File: config.mk
export PLATFORM = sky130hd
export DESIGN_NAME = fetch_stage
export DESIGN_NICKNAME = d
export VERILOG_FILES = /design/src/rtl/fetch_stage.sv
export SDC_FILE = /design/constraint.sdc
export NUM_CORES = 1
export LEC_CHECK = 0
export ABC_CLOCK_PERIOD_IN_PS = 2440
export CAP_MARGIN = 20
export CORE_MARGIN = 3
export CORE_UTILIZATION = 25
export CTS_CLUSTER_DIAMETER = 80
export DETAILED_ROUTE_END_ITERATION = 8
export GPL_TIMING_DRIVEN = 0
export PLACE_DENSITY = 0.56
export SYNTH_ARGS = -nofsm -noshare
export SYNTH_HDL_FRONTEND = slang
export SYNTH_SLANG_ARGS = --single-unit
export TNS_END_PERCENT = 5
File: constraint.sdc
create_clock -name clock -period 2.44 [get_ports clock]
set_clock_uncertainty 0.15 [all_clocks]
set_input_delay 0.488 -clock clock [delete_from_list [all_inputs] [get_ports clock]]
set_output_delay 0.488 -clock clock [all_outputs]
set_load 0.005 [all_outputs]
File: src/rtl/fetch_stage.sv
// Instruction-fetch stage plus F/D pipeline register.
// J/JAL are resolved here, so unconditional jumps never need an execute-stage redirect.
module fetch_stage #(
  parameter logic [31:0] RESET_PC    = 32'd0,
  parameter int          IMEM_ADDR_W = 12
) (
  input  logic                   clock,
  input  logic                   reset_n,
  output logic [IMEM_ADDR_W-1:0] imem_addr,
  output logic                   imem_req,
  input  logic [31:0]            imem_rdata,
  input  logic                   imem_ready,
  input  logic                   stall,
  input  logic                   redirect_valid,
  input  logic [31:0]            redirect_pc,
  output logic                   fd_valid,
  output logic [31:0]            fd_insn,
  output logic [31:0]            fd_pc,
  output logic [31:0]            fd_pc_plus1,
  output logic                   fd_early_jump,
  output logic [31:0]            pc_out
);

  localparam logic [4:0] OP_J   = 5'b00001;
  localparam logic [4:0] OP_JAL = 5'b00011;

  logic [31:0] pc_q, pc_d;
  logic        valid_q, valid_d;
  logic [31:0] insn_q, insn_d;
  logic [31:0] fpc_q, fpc_d;
  logic [31:0] fpc1_q, fpc1_d;
  logic        ej_q, ej_d;

  logic [4:0]  opcode;
  logic        is_jump;
  logic [31:0] pc_plus1;

  assign opcode   = imem_rdata[31:27];
  assign is_jump  = (opcode == OP_J) || (opcode == OP_JAL);
  assign pc_plus1 = pc_q + 32'd1;

  // Priority: redirect > stall > memory wait > normal fetch.
  always_comb begin
    pc_d    = pc_q;
    valid_d = valid_q;
    insn_d  = insn_q;
    fpc_d   = fpc_q;
    fpc1_d  = fpc1_q;
    ej_d    = ej_q;
    if (redirect_valid) begin
      pc_d    = redirect_pc;
      valid_d = 1'b0;
      insn_d  = 32'd0;
      ej_d    = 1'b0;
    end else if (stall) begin
      pc_d = pc_q;
    end else if (!imem_ready) begin
      valid_d = 1'b0;
      insn_d  = 32'd0;
      ej_d    = 1'b0;
    end else begin
      valid_d = 1'b1;
      insn_d  = imem_rdata;
      fpc_d   = pc_q;
      fpc1_d  = pc_plus1;
      if (is_jump) begin
        pc_d = {5'b0, imem_rdata[26:0]};
        ej_d = 1'b1;
      end else begin
        pc_d = pc_plus1;
        ej_d = 1'b0;
      end
    end
  end

  always_ff @(posedge clock or negedge reset_n) begin
    if (!reset_n) begin
      pc_q    <= RESET_PC;
      valid_q <= 1'b0;
      insn_q  <= 32'd0;
      fpc_q   <= 32'd0;
      fpc1_q  <= 32'd0;
      ej_q    <= 1'b0;
    end else begin
      pc_q    <= pc_d;
      valid_q <= valid_d;
      insn_q  <= insn_d;
      fpc_q   <= fpc_d;
      fpc1_q  <= fpc1_d;
      ej_q    <= ej_d;
    end
  end

  assign imem_addr     = pc_q[IMEM_ADDR_W-1:0];
  assign imem_req      = reset_n & ~stall;
  assign fd_valid      = valid_q;
  assign fd_insn       = insn_q;
  assign fd_pc         = fpc_q;
  assign fd_pc_plus1   = fpc1_q;
  assign fd_early_jump = ej_q;
  assign pc_out        = pc_q;

endmodule

==> results.yml, run 1 <==
setup_path:
  critical_path.slowest_cell: "sky130_fd_sc_hd__clkdlybuf4s50_1"
  critPathMaxFanout: 10
  worst_path_most_repeated_cell: "sky130_fd_sc_hd__a21oi_1"
  worst_ep_required_time_ps: 2640
  critical_path_cell_by_cell: "clkdlybuf4s50_1 -> nand2b_1 -> clkbuf_1 -> clkbuf_2 -> nand2_1 -> a21oi_1 -> a21oi_1 -> o21ai_0"
  worstSetupStartpointType: "input pin"
  worstPathArrival_ps: 2560
  regToRegSetupSlack_ps: 160
  worst-setup-path-type: "in -> reg"
  endpoint_type_of_the_worst_setup_path: "flop"
  critical_path.max_stage_delay_ps: 600
sta:
  timing_max_transition_violations_final: 0
  slew_at_the_pin_with_the_worst_max_slew_slack_ps: 733
  setup_total_neg_slack_ps: 0
  min_period_over_period_pct: 96.9
  fmaxAchievable_mhz: 423
  setup_repair_after_global_routing_missed_its_margin: "yes"
  timing.final.hold_violations: 0
  relSlewSlack_pct: 51.1
  setup_failing_eps_final: 0
  timing.final.crit_period_ps: 2360
grt:
  maximum_number_of_pins_on_one_net_before_global_route_repair: 46
  initial_antenna_violation_count: 0
  grt_pass1_vias: 5867
  grt_first_pass_wirelength_um: 37500
  globalRouteOverflowTotal: 0
  track_usage_pct: 18.9
floorplanning:
  dieWidth_um: 163
  io_pins: 212
  floorplan.core_area_mm2: 0.0238
  std_cell_rows: 56
  die_area_mm2: 0.0264
  die_h_um: 163
  initial_core_util_pct: 25.8
pwr:
  fin_total_pwr_w: 0.00686
  max-vdd-ir-drop_mv: 0.399
  power.density_cell_area_mw_per_mm2: 727
  p_leak_nw: 4.07
cts:
  clock_latency_ps: 430
  cts_max_level: 4
  cts_post_setup_buffers_inserted: 0
  cts.path.max_buffers: 2
  clk_transition_reported_paths_ps: 50
  cts_tree: "done"
  cts_made_buffers: 17
  clock-sinks: 130
  clock_tree.root_cell: "sky130_fd_sc_hd__clkbuf_16"
detailed_routing:
  detail_route.iter0.violations: 428
  antenna_left: 0
  route.detailed.wl_per_inst_um: 20.4
  dr.pass1.iters: 5
  routed_wirelength_um: 25100
  drt_drc_violations_left: 0
  dr_total_vias: 5871
  routed_via_density: 4.77
logic_synthesis:
  synth_compound_gate_area_share_pct: 16.1
  post_synth_instance_area_mm2: 0.00613
  yosysUniqueCellTypes: 45
  fraction_of_synthesized_cell_area_in_xor_and_xnor_cells_pct: 4.29
  yosys_warns: 0
  syn-mean-instance-area_um2: 9.24
  synth_top_family_by_area: "simple AND/OR/NAND/NOR gates"
  synth.mux.area_fraction_pct: 0.327
  synth-seq-cells: 130
  mapped_cells: 663
  post_synth_fa_ha_maj_area_fraction_pct: 0.204
  yosys.area_share.simple_pct: 20.6
  yosysSeqAreaShare_pct: 53.1
  mappedNetlistNets: 733
layout:
  leading_cell_type_in_the_layout_fill_and_taps_excluded: "sky130_fd_sc_hd__clkdlybuf4s50_1"
  final_layout_size_suffix_gt1_share_pct: 8.66
  nFillCells: 2378
  ant_diodes: 0
  flow.area_growth_from_synthesis_pct: 54.1
  layout.nets: 969
  most_used_cells_in_the_layout_excluding_fill_and_tap_cells: "sky130_fd_sc_hd__clkdlybuf4s50_1 (210), sky130_fd_sc_hd__nand2_1 (172), sky130_fd_sc_hd__dfrtp_1 (128)"
placement:
  hpwl_um: 17900
  place.port_buffers: 211
  place.gp.congestion: 0.790
outcome:
  outcome: "finished clean"
flow_run:
  cap_violations: 0
min_path:
  min_path_type: "in -> async"
==> routing by layer <==
layer	track usage (%)	share of wire, %
met1	26.5	47
met2	28.0	43
met4	6.57	2.1
met3	5.57	7.6
met5	0	0
==> critical path, delay by kind of cell <==
kind / cells / cell delay [ps]
buffers and inverters: 3 / 1500
and+or+nand+nor: 2 / 260
AOI/OAI and AO/OA: 3 / 310
==> timing repair <==
action / 4_1_cts / 5_1_grt
gates resized for setup: 11 / 4
cloned: 1 / 0
pin swaps: 0 / 2
endpoints found under the setup margin: 40 / 65
hold buffers: 4 / 0
endpoints found under the hold margin: 40 / 0
==> stage by stage <==
stage / hold WS [ps] / cell area, um^2 / setup slack [ps] / utilization [%] / instances
floorplan: 42.4 / 6130 / 495 / - / 663
global placement: 309 / 8640 / -4930 / 36.4 / 1193
detailed placement: 278 / 8670 / -655 / 36.5 / 1194
CTS: 8.09 / 9430 / 3.12 / 39.7 / 1231
global route: 21.6 / 9440 / -52.2 / 39.7 / 1231
finish: 7.57 / 9440 / 76.4 / 39.7 / 1231
==> kinds of logic after synthesis <==
logic type                 Yosys count
DFF                                130
and+or+nand+nor                    274
adders and majority gates            1
xor gates and xnor gates            30
muxes                                2
buffers and inverters               66
AOI/OAI and AO/OA                  160
==> layout make-up <==
cell class                      instances  area (um^2)  share of cell area [%]
Inverter                                4         15.0                   0.159
Clock inverter                          9          154                    1.63
Timing Repair Buffer                  217         2260                    23.9
Buffer                                 62          323                    3.42
Multi-Input combinational cell        467         2570                    27.2
Tap cell                              319          399                    4.23
Clock buffer                           23          468                    4.96
Sequential cell                       130         3260                    34.5
==> power breakdown <==
part	switching, W	total (W)	internal (W)
clock	0.000998	0.00276	0.00176
sequential	0.000230	0.00266	0.00243
combinational	0.000612	0.00144	0.000830
total	0.00184	0.00686	0.00502
==> cell usage after synthesis <==
| cell type | count | share of area [%] |
|---|---|---|
| sky130_fd_sc_hd__a21o_1 | 1 | 0.12 |
| sky130_fd_sc_hd__a21oi_1 | 43 | 3.5 |
| sky130_fd_sc_hd__a22o_1 | 32 | 4.6 |
| sky130_fd_sc_hd__a311oi_1 | 1 | 0.14 |
| sky130_fd_sc_hd__a31oi_1 | 8 | 0.82 |
| sky130_fd_sc_hd__and2_1 | 2 | 0.20 |
| sky130_fd_sc_hd__and3_1 | 13 | 1.3 |
| sky130_fd_sc_hd__and4_1 | 6 | 0.86 |
| sky130_fd_sc_hd__buf_1 | 2 | 0.12 |
| sky130_fd_sc_hd__buf_2 | 12 | 0.98 |
| sky130_fd_sc_hd__buf_4 | 14 | 1.7 |
| sky130_fd_sc_hd__buf_6 | 2 | 0.37 |
| sky130_fd_sc_hd__clkbuf_1 | 32 | 2.0 |
| sky130_fd_sc_hd__dfrtp_1 | 130 | 53 |
| sky130_fd_sc_hd__ha_1 | 1 | 0.20 |
| sky130_fd_sc_hd__inv_1 | 4 | 0.25 |
| sky130_fd_sc_hd__mux2i_1 | 2 | 0.33 |
| sky130_fd_sc_hd__nand2_1 | 173 | 11 |
| sky130_fd_sc_hd__nand2b_1 | 2 | 0.20 |
| sky130_fd_sc_hd__nand3_1 | 26 | 2.1 |
| sky130_fd_sc_hd__nand3_2 | 1 | 0.16 |
| sky130_fd_sc_hd__nand4_1 | 12 | 1.2 |
| sky130_fd_sc_hd__nand4_4 | 1 | 0.35 |
| sky130_fd_sc_hd__nand4b_1 | 1 | 0.14 |
| sky130_fd_sc_hd__nor2_1 | 21 | 1.3 |
| sky130_fd_sc_hd__nor2b_1 | 3 | 0.31 |
| sky130_fd_sc_hd__nor3_1 | 7 | 0.57 |
| sky130_fd_sc_hd__nor3b_1 | 1 | 0.12 |
| sky130_fd_sc_hd__nor4_1 | 1 | 0.10 |
| sky130_fd_sc_hd__nor4_2 | 1 | 0.20 |
| sky130_fd_sc_hd__nor4b_2 | 1 | 0.25 |
| sky130_fd_sc_hd__nor4b_4 | 1 | 0.39 |
| sky130_fd_sc_hd__o21a_1 | 1 | 0.12 |
| sky130_fd_sc_hd__o21ai_0 | 54 | 4.4 |
| sky130_fd_sc_hd__o21ai_1 | 5 | 0.41 |
| sky130_fd_sc_hd__o21ai_2 | 2 | 0.29 |
| sky130_fd_sc_hd__o221ai_1 | 4 | 0.57 |
| sky130_fd_sc_hd__o22ai_1 | 3 | 0.31 |
| sky130_fd_sc_hd__o2bb2ai_1 | 2 | 0.29 |
| sky130_fd_sc_hd__o311ai_1 | 1 | 0.14 |
| sky130_fd_sc_hd__o31ai_1 | 2 | 0.25 |
| sky130_fd_sc_hd__o32ai_1 | 1 | 0.14 |
| sky130_fd_sc_hd__or4b_1 | 1 | 0.16 |
| sky130_fd_sc_hd__xnor2_1 | 9 | 1.3 |
| sky130_fd_sc_hd__xor2_1 | 21 | 3.0 |
==> flip-flops by register name, summed over array words and instances (netlist names) <==
register,count
fd_insn,32
fd_pc_plus1,32
pc_out,32
fd_early_jump,1
fd_valid,1
fd_pc,32
==> path summary, 6_finish.rpt <==
kind | startpoint | cells past startpoint | endpoint
min | reset_n | 3 | fd_pc_plus1[17]$_DFFE_PN0P_
max in group asynchronous | reset_n | 4 | pc_out[23]$_DFFE_PN0P_
max reg2reg | pc_out[2]$_DFFE_PN0P_ | 7 | fd_pc_plus1[21]$_DFFE_PN0P_
min in group clock | fd_pc[17]$_DFFE_PN0P_ | 2 | fd_pc[17]$_DFFE_PN0P_
max | stall | 8 | pc_out[20]$_DFFE_PN0P_
min reg2reg | fd_pc[17]$_DFFE_PN0P_ | 2 | fd_pc[17]$_DFFE_PN0P_
Power figures use the tool's default switching activity.
==> inputs of run 2 (changes only) <==
SLEW_MARGIN = 40   (was default)
==> results.yml, run 2 (synthesis gave the netlist of run 1 again) <==
floorplanning:
  floorplan.core_area_mm2: 0.0238
  die_area_mm2: 0.0264
  die_h_um: 163
  io_pins: 212
  initial_core_util_pct: 25.8
  std_cell_rows: 56
  dieWidth_um: 163
setup_path:
  regToRegSetupSlack_ps: 150
  worstSetupStartpointType: "input pin"
  reg2regPathDepth: 7
  worstPathArrival_ps: 2540
  endpoint_type_of_the_worst_setup_path: "flop"
  setup.worst_path.end: "pc_out[5]$_DFFE_PN0P_"
  worst_r2r_startpoint: "pc_out[2]$_DFFE_PN0P_"
  critPathMaxFanout: 10
  worst-setup-path-type: "in -> reg"
  worst_ep_required_time_ps: 2580
  regToRegEndpoint: "pc_out[21]$_DFFE_PN0P_"
  critPathLaunch: "stall"
layout:
  ant_diodes: 0
  layout.nets: 969
  final_layout_size_suffix_gt1_share_pct: 8.91
  flow.area_growth_from_synthesis_pct: 53.2
  most_used_cells_in_the_layout_excluding_fill_and_tap_cells: "sky130_fd_sc_hd__clkdlybuf4s50_1 (210), sky130_fd_sc_hd__nand2_1 (172), sky130_fd_sc_hd__dfrtp_1 (128)"
  leading_cell_type_in_the_layout_fill_and_taps_excluded: "sky130_fd_sc_hd__clkdlybuf4s50_1"
  nFillCells: 2379
grt:
  maximum_number_of_pins_on_one_net_before_global_route_repair: 46
  grt_first_pass_wirelength_um: 37800
  track_usage_pct: 19.0
  grt_pass1_vias: 5901
  globalRouteOverflowTotal: 0
  initial_antenna_violation_count: 0
detailed_routing:
  drt_drc_violations_left: 0
  routed_wirelength_um: 25100
  top_layer_used: "met4"
  dr_total_vias: 5824
  detail_route.iter0.violations: 430
  m1_wl_um: 11500
  routed_via_density: 4.74
  antenna_left: 0
  dr.pass1.iters: 5
  routed-wl-met3_um: 2260
  met2RoutedLength_um: 11000
  route.detailed.wl_per_inst_um: 20.4
min_path:
  min_path_type: "in -> async"
pwr:
  internal_power_w: 0.00477
  power.clock.fraction_pct: 37.4
  fin_total_pwr_w: 0.00656
  seq_power_share_pct: 40.6
  combPwrFrac_pct: 22.0
  p_leak_nw: 4.05
  power.density_cell_area_mw_per_mm2: 699
  net-switching-power_w: 0.00179
  power.share.switching_pct: 27.3
  max-vdd-ir-drop_mv: 0.356
sta:
  timing.final.hold_violations: 0
  timing.final.crit_period_ps: 2400
  setup_failing_eps_final: 0
  relSlewSlack_pct: 51.3
  fmaxAchievable_mhz: 416
  setup_repair_after_global_routing_missed_its_margin: "yes"
  timing_max_transition_violations_final: 0
  hold_slack_ps: 11.0
  min_period_over_period_pct: 98.4
  slew_at_the_pin_with_the_worst_max_slew_slack_ps: 731
placement:
  hpwl_um: 18100
  place.gp.congestion: 0.790
  place.port_buffers: 211
cts:
  cts_max_level: 4
  cts.path.max_buffers: 2
  clk_transition_reported_paths_ps: 60
  clock_latency_ps: 420
  cts_tree: "done"
  cts_made_buffers: 17
  clock_tree.root_cell: "sky130_fd_sc_hd__clkbuf_16"
  clock-sinks: 130
outcome:
  outcome: "finished clean"
flow_run:
  cap_violations: 0
-- run 2: stage by stage --
stage | instances | setup TNS (ps) | cell area, um^2 | utilization (%) | worst slack [ps]
final | 1228 | 0 | 9390 | 39.5 | 38.0
after global routing | 1228 | -121 | 9390 | 39.5 | -48.7
after CTS | 1228 | 0 | 9370 | 39.4 | 14.3
after detailed placement | 1195 | -43590 | 8710 | 36.7 | -577
after global placement | 1193 | -686150 | 8640 | 36.4 | -4930
after floorplan | 663 | 0 | 6130 | - | 495
-- run 2: layer usage --
layer	GRT usage (%)	up-vias
met5	0	-
met4	3.96	0
met3	6.28	21
met2	28.2	240
met1	27.1	2810
li1	-	2753
-- run 2: area by class of cell --
cell class                 count  area [um^2]  area share [%]
multi-input combinational    467         2580            27.5
sequential                   130         3260            34.7
buffer                        62          327            3.48
clock inverter                 5         52.6           0.560
timing repair buffer         217         2260            24.1
inverter                       4         15.0           0.160
tap                          319          399            4.25
clock buffer                  24          502            5.34
-- run 2: worst max-delay path, cell delays in order --
cell and delay, ps:
sky130_fd_sc_hd__clkdlybuf4s50_1 520, sky130_fd_sc_hd__nor2b_1 250, sky130_fd_sc_hd__clkbuf_2 330, sky130_fd_sc_hd__clkbuf_1 480, sky130_fd_sc_hd__o21ai_0 170, sky130_fd_sc_hd__a31oi_1 190
sky130_fd_sc_hd__o21ai_0 100
-- run 2: worst min-delay path by stage --
stage | endpoint | slack, ps
2_1_floorplan | fd_early_jump$_DFFE_PN0P_ | 40
6_report | fd_insn[5]$_DFFE_PN0P_ | 10
3_5_place_dp | fd_pc[13]$_DFFE_PN0P_ | 240
3_3_place_gp | fd_pc[13]$_DFFE_PN0P_ | 310
4_1_cts | fd_insn[5]$_DFFE_PN0P_ | 20
5_1_grt | fd_insn[5]$_DFFE_PN0P_ | 20
-- run 2: power groups by stage --
stage / logic [W] / clock network [W] / registers, W
after floorplan: 0.000448 / 0 / 0.00267
after global placement: 0.00141 / 0 / 0.00269
after detailed placement: 0.00143 / 0 / 0.00270
after CTS: 0.00146 / 0.00251 / 0.00266
after global routing: 0.00158 / 0.00259 / 0.00271
final: 0.00144 / 0.00246 / 0.00266
-- run 2: what timing repair did --
item                       4_1_cts  5_1_grt
gates resized for setup          9        9
pin swaps                        0        2
hold buffers                     4        0
gates cloned                     1        0
setup endpoints to repair       42       89
hold endpoints to repair        40        0
setup buffers                    0        0
==> inputs of run 3 (changes only) <==
DONT_BUFFER_PORTS = 1   (was default)
PLACE_DENSITY = 0.45   (was 0.56)
==> results.yml, run 3 (synthesis gave the netlist of run 1 again) <==
outcome:
  outcome: "finished, violations left"
  violations_in_the_final_reports: "negative hold slack"
grt:
  maximum_number_of_pins_on_one_net_before_global_route_repair: 132
  grt_first_pass_wirelength_um: 36200
  initial_antenna_violation_count: 1
  track_usage_pct: 18.7
  grt_pass1_vias: 5239
  globalRouteOverflowTotal: 0
setup_path:
  critical_path.max_stage_delay_ps: 600
  endpoint_type_of_the_worst_setup_path: "flop"
  cp.buffers_inverters: 1
  regToRegSetupSlack_ps: 170
  worstSetupStartpointType: "flop"
  reg2regPathDepth: 6
  worst-setup-path-type: "reg -> reg"
  regToRegEndpoint: "pc_out[30]$_DFFE_PN0P_"
  critPathMaxFanout: 10
  critical_path.slowest_cell: "sky130_fd_sc_hd__dfrtp_1"
  worstPathArrival_ps: 2400
  worst_ep_required_time_ps: 2560
  critical_path_cell_by_cell: "nand4_4 -> nor4_4 -> buf_4 -> nand4_1 -> xnor2_2 -> o221ai_1"
  worst_r2r_startpoint: "pc_out[4]$_DFFE_PN0P_"
  cpLargestDelayFamily: "simple AND/OR/NAND/NOR gates"
floorplanning:
  floorplan.core_area_mm2: 0.0238
  die_h_um: 163
  io_pins: 212
  dieWidth_um: 163
  initial_core_util_pct: 25.8
  die_area_mm2: 0.0264
  std_cell_rows: 56
sta:
  setup_repair_after_global_routing_missed_its_margin: "no"
  fin_ws_ps: 168
  setup_failing_eps_final: 0
  fmaxAchievable_mhz: 440
  timing_max_transition_violations_final: 0
  hold_slack_ps: -396
  timing.final.crit_period_ps: 2270
  slew_at_the_pin_with_the_worst_max_slew_slack_ps: 740
  relSlewSlack_pct: 50.7
  min_period_over_period_pct: 93.1
  timing.final.hold_violations: 130
detailed_routing:
  dr_total_vias: 5071
  antenna_left: 0
  routed_wirelength_um: 24500
  route.detailed.wl_per_inst_um: 24.1
  detail_route.iter0.violations: 379
  drt_drc_violations_left: 0
  dr.pass1.iters: 5
  routed_via_density: 5.00
cts:
  clock_tree.root_cell: "sky130_fd_sc_hd__clkbuf_16"
  cts_max_level: 4
  clock_latency_ps: 430
  clock-sinks: 130
  cts.path.max_buffers: 2
  cts_made_buffers: 17
  cts_tree: "done"
  clk_transition_reported_paths_ps: 70
layout:
  final_layout_size_suffix_gt1_share_pct: 10.3
  most_used_cells_in_the_layout_excluding_fill_and_tap_cells: "sky130_fd_sc_hd__nand2_1 (173), sky130_fd_sc_hd__dfrtp_1 (127), sky130_fd_sc_hd__o21ai_0 (54)"
  nFillCells: 2507
  flow.area_growth_from_synthesis_pct: 16.8
  ant_diodes: 0
  finalInstanceArea_mm2: 0.00715
  leading_cell_type_in_the_layout_fill_and_taps_excluded: "sky130_fd_sc_hd__nand2_1"
  layout.nets: 753
pwr:
  power.density_cell_area_mw_per_mm2: 836
  p_leak_nw: 3.16
  max-vdd-ir-drop_mv: 0.362
placement:
  hpwl_um: 17500
  place.port_buffers: 0
  detailedPlace.worstSlack_ps: -152
  placement.cell_area_mm2: 0.00653
  place.gp.congestion: 0.771
min_path:
  min_path_type: "in -> async"
flow_run:
  cap_violations: 0
## run 3: cell count changes in the layout (fill, tap and decap cells not counted), moves of 2 or more
cell / change
sky130_fd_sc_hd__clkbuf_1: +4
sky130_fd_sc_hd__clkbuf_2: -6
sky130_fd_sc_hd__clkbuf_8: -3
sky130_fd_sc_hd__buf_12: -3
sky130_fd_sc_hd__buf_16: -2
sky130_fd_sc_hd__buf_1: +2
sky130_fd_sc_hd__clkdlybuf4s50_1: -210
sky130_fd_sc_hd__clkinvlp_4: +5
## run 3: per-layer routing
layer	share of wire [%]	GRT usage [%]	vias to the layer above
met5	0.053	0	-
met4	0.97	4.15	2
met3	9.2	7.17	15
met2	45	28.3	189
met1	44	25.4	2538
li1	-	-	2327
## run 3: cell type report
class / instances / area, um^2 / share of cell area (%)
inverter: 4 / 15.0 / 0.210
sequential: 130 / 3260 / 45.5
buffer: 62 / 315 / 4.41
tap: 319 / 399 / 5.58
multi-input combinational: 467 / 2570 / 35.9
clock buffer: 20 / 457 / 6.38
timing repair buffer: 1 / 7.51 / 0.105
clock inverter: 12 / 133 / 1.85
## run 3: power breakdown
part           internal [W]  total, W  switching, W
logic              0.000234  0.000587      0.000352
clock network       0.00156   0.00263       0.00107
registers           0.00243   0.00276      0.000337
total               0.00422   0.00598       0.00176
## run 3: how the worst max path moves through the flow
stage | startpoint | cells after the start | slack [ps] | end
2_1_floorplan | imem_rdata[30] | 7 | 490 | pc_out[19]$_DFFE_PN0P_
3_3_place_gp | pc_out[0]$_DFFE_PN0P_ | 7 | -150 | pc_out[30]$_DFFE_PN0P_
3_5_place_dp | pc_out[0]$_DFFE_PN0P_ | 7 | -150 | pc_out[30]$_DFFE_PN0P_
4_1_cts | pc_out[1]$_DFFE_PN0P_ | 7 | 20 | pc_out[30]$_DFFE_PN0P_
5_1_grt | pc_out[4]$_DFFE_PN0P_ | 6 | 30 | pc_out[30]$_DFFE_PN0P_
6_report | pc_out[4]$_DFFE_PN0P_ | 6 | 170 | pc_out[30]$_DFFE_PN0P_
## run 3: worst reg2reg max path, cell delays in order, from the launching register on
cell	delay, ps
sky130_fd_sc_hd__dfrtp_1	600
sky130_fd_sc_hd__nand4_4	220
sky130_fd_sc_hd__nor4_4	390
sky130_fd_sc_hd__buf_4	250
sky130_fd_sc_hd__nand4_1	170
sky130_fd_sc_hd__xnor2_2	220
sky130_fd_sc_hd__o221ai_1	120
## run 3: timing repair
| action | in CTS | in global routing |
|---|---|---|
| pin swaps | 0 | 2 |
| buffers inserted | 0 | 1 |
| resized for setup | 3 | 3 |
| endpoints found under the hold margin | 130 | 130 |
| cloned | 0 | 0 |
| setup endpoints to repair | 11 | 14 |
## run 3: through the flow
step           total power (W)  instances  TNS, ps  utilization [%]
6_report               0.00598       1015        0             30.1
5_1_grt                0.00627       1015        0             30.1
2_1_floorplan          0.00312        663        0                -
3_5_place_dp           0.00340        982    -1150             27.5
3_3_place_gp           0.00339        982    -2530             27.5
4_1_cts                0.00604       1014        0             30.0
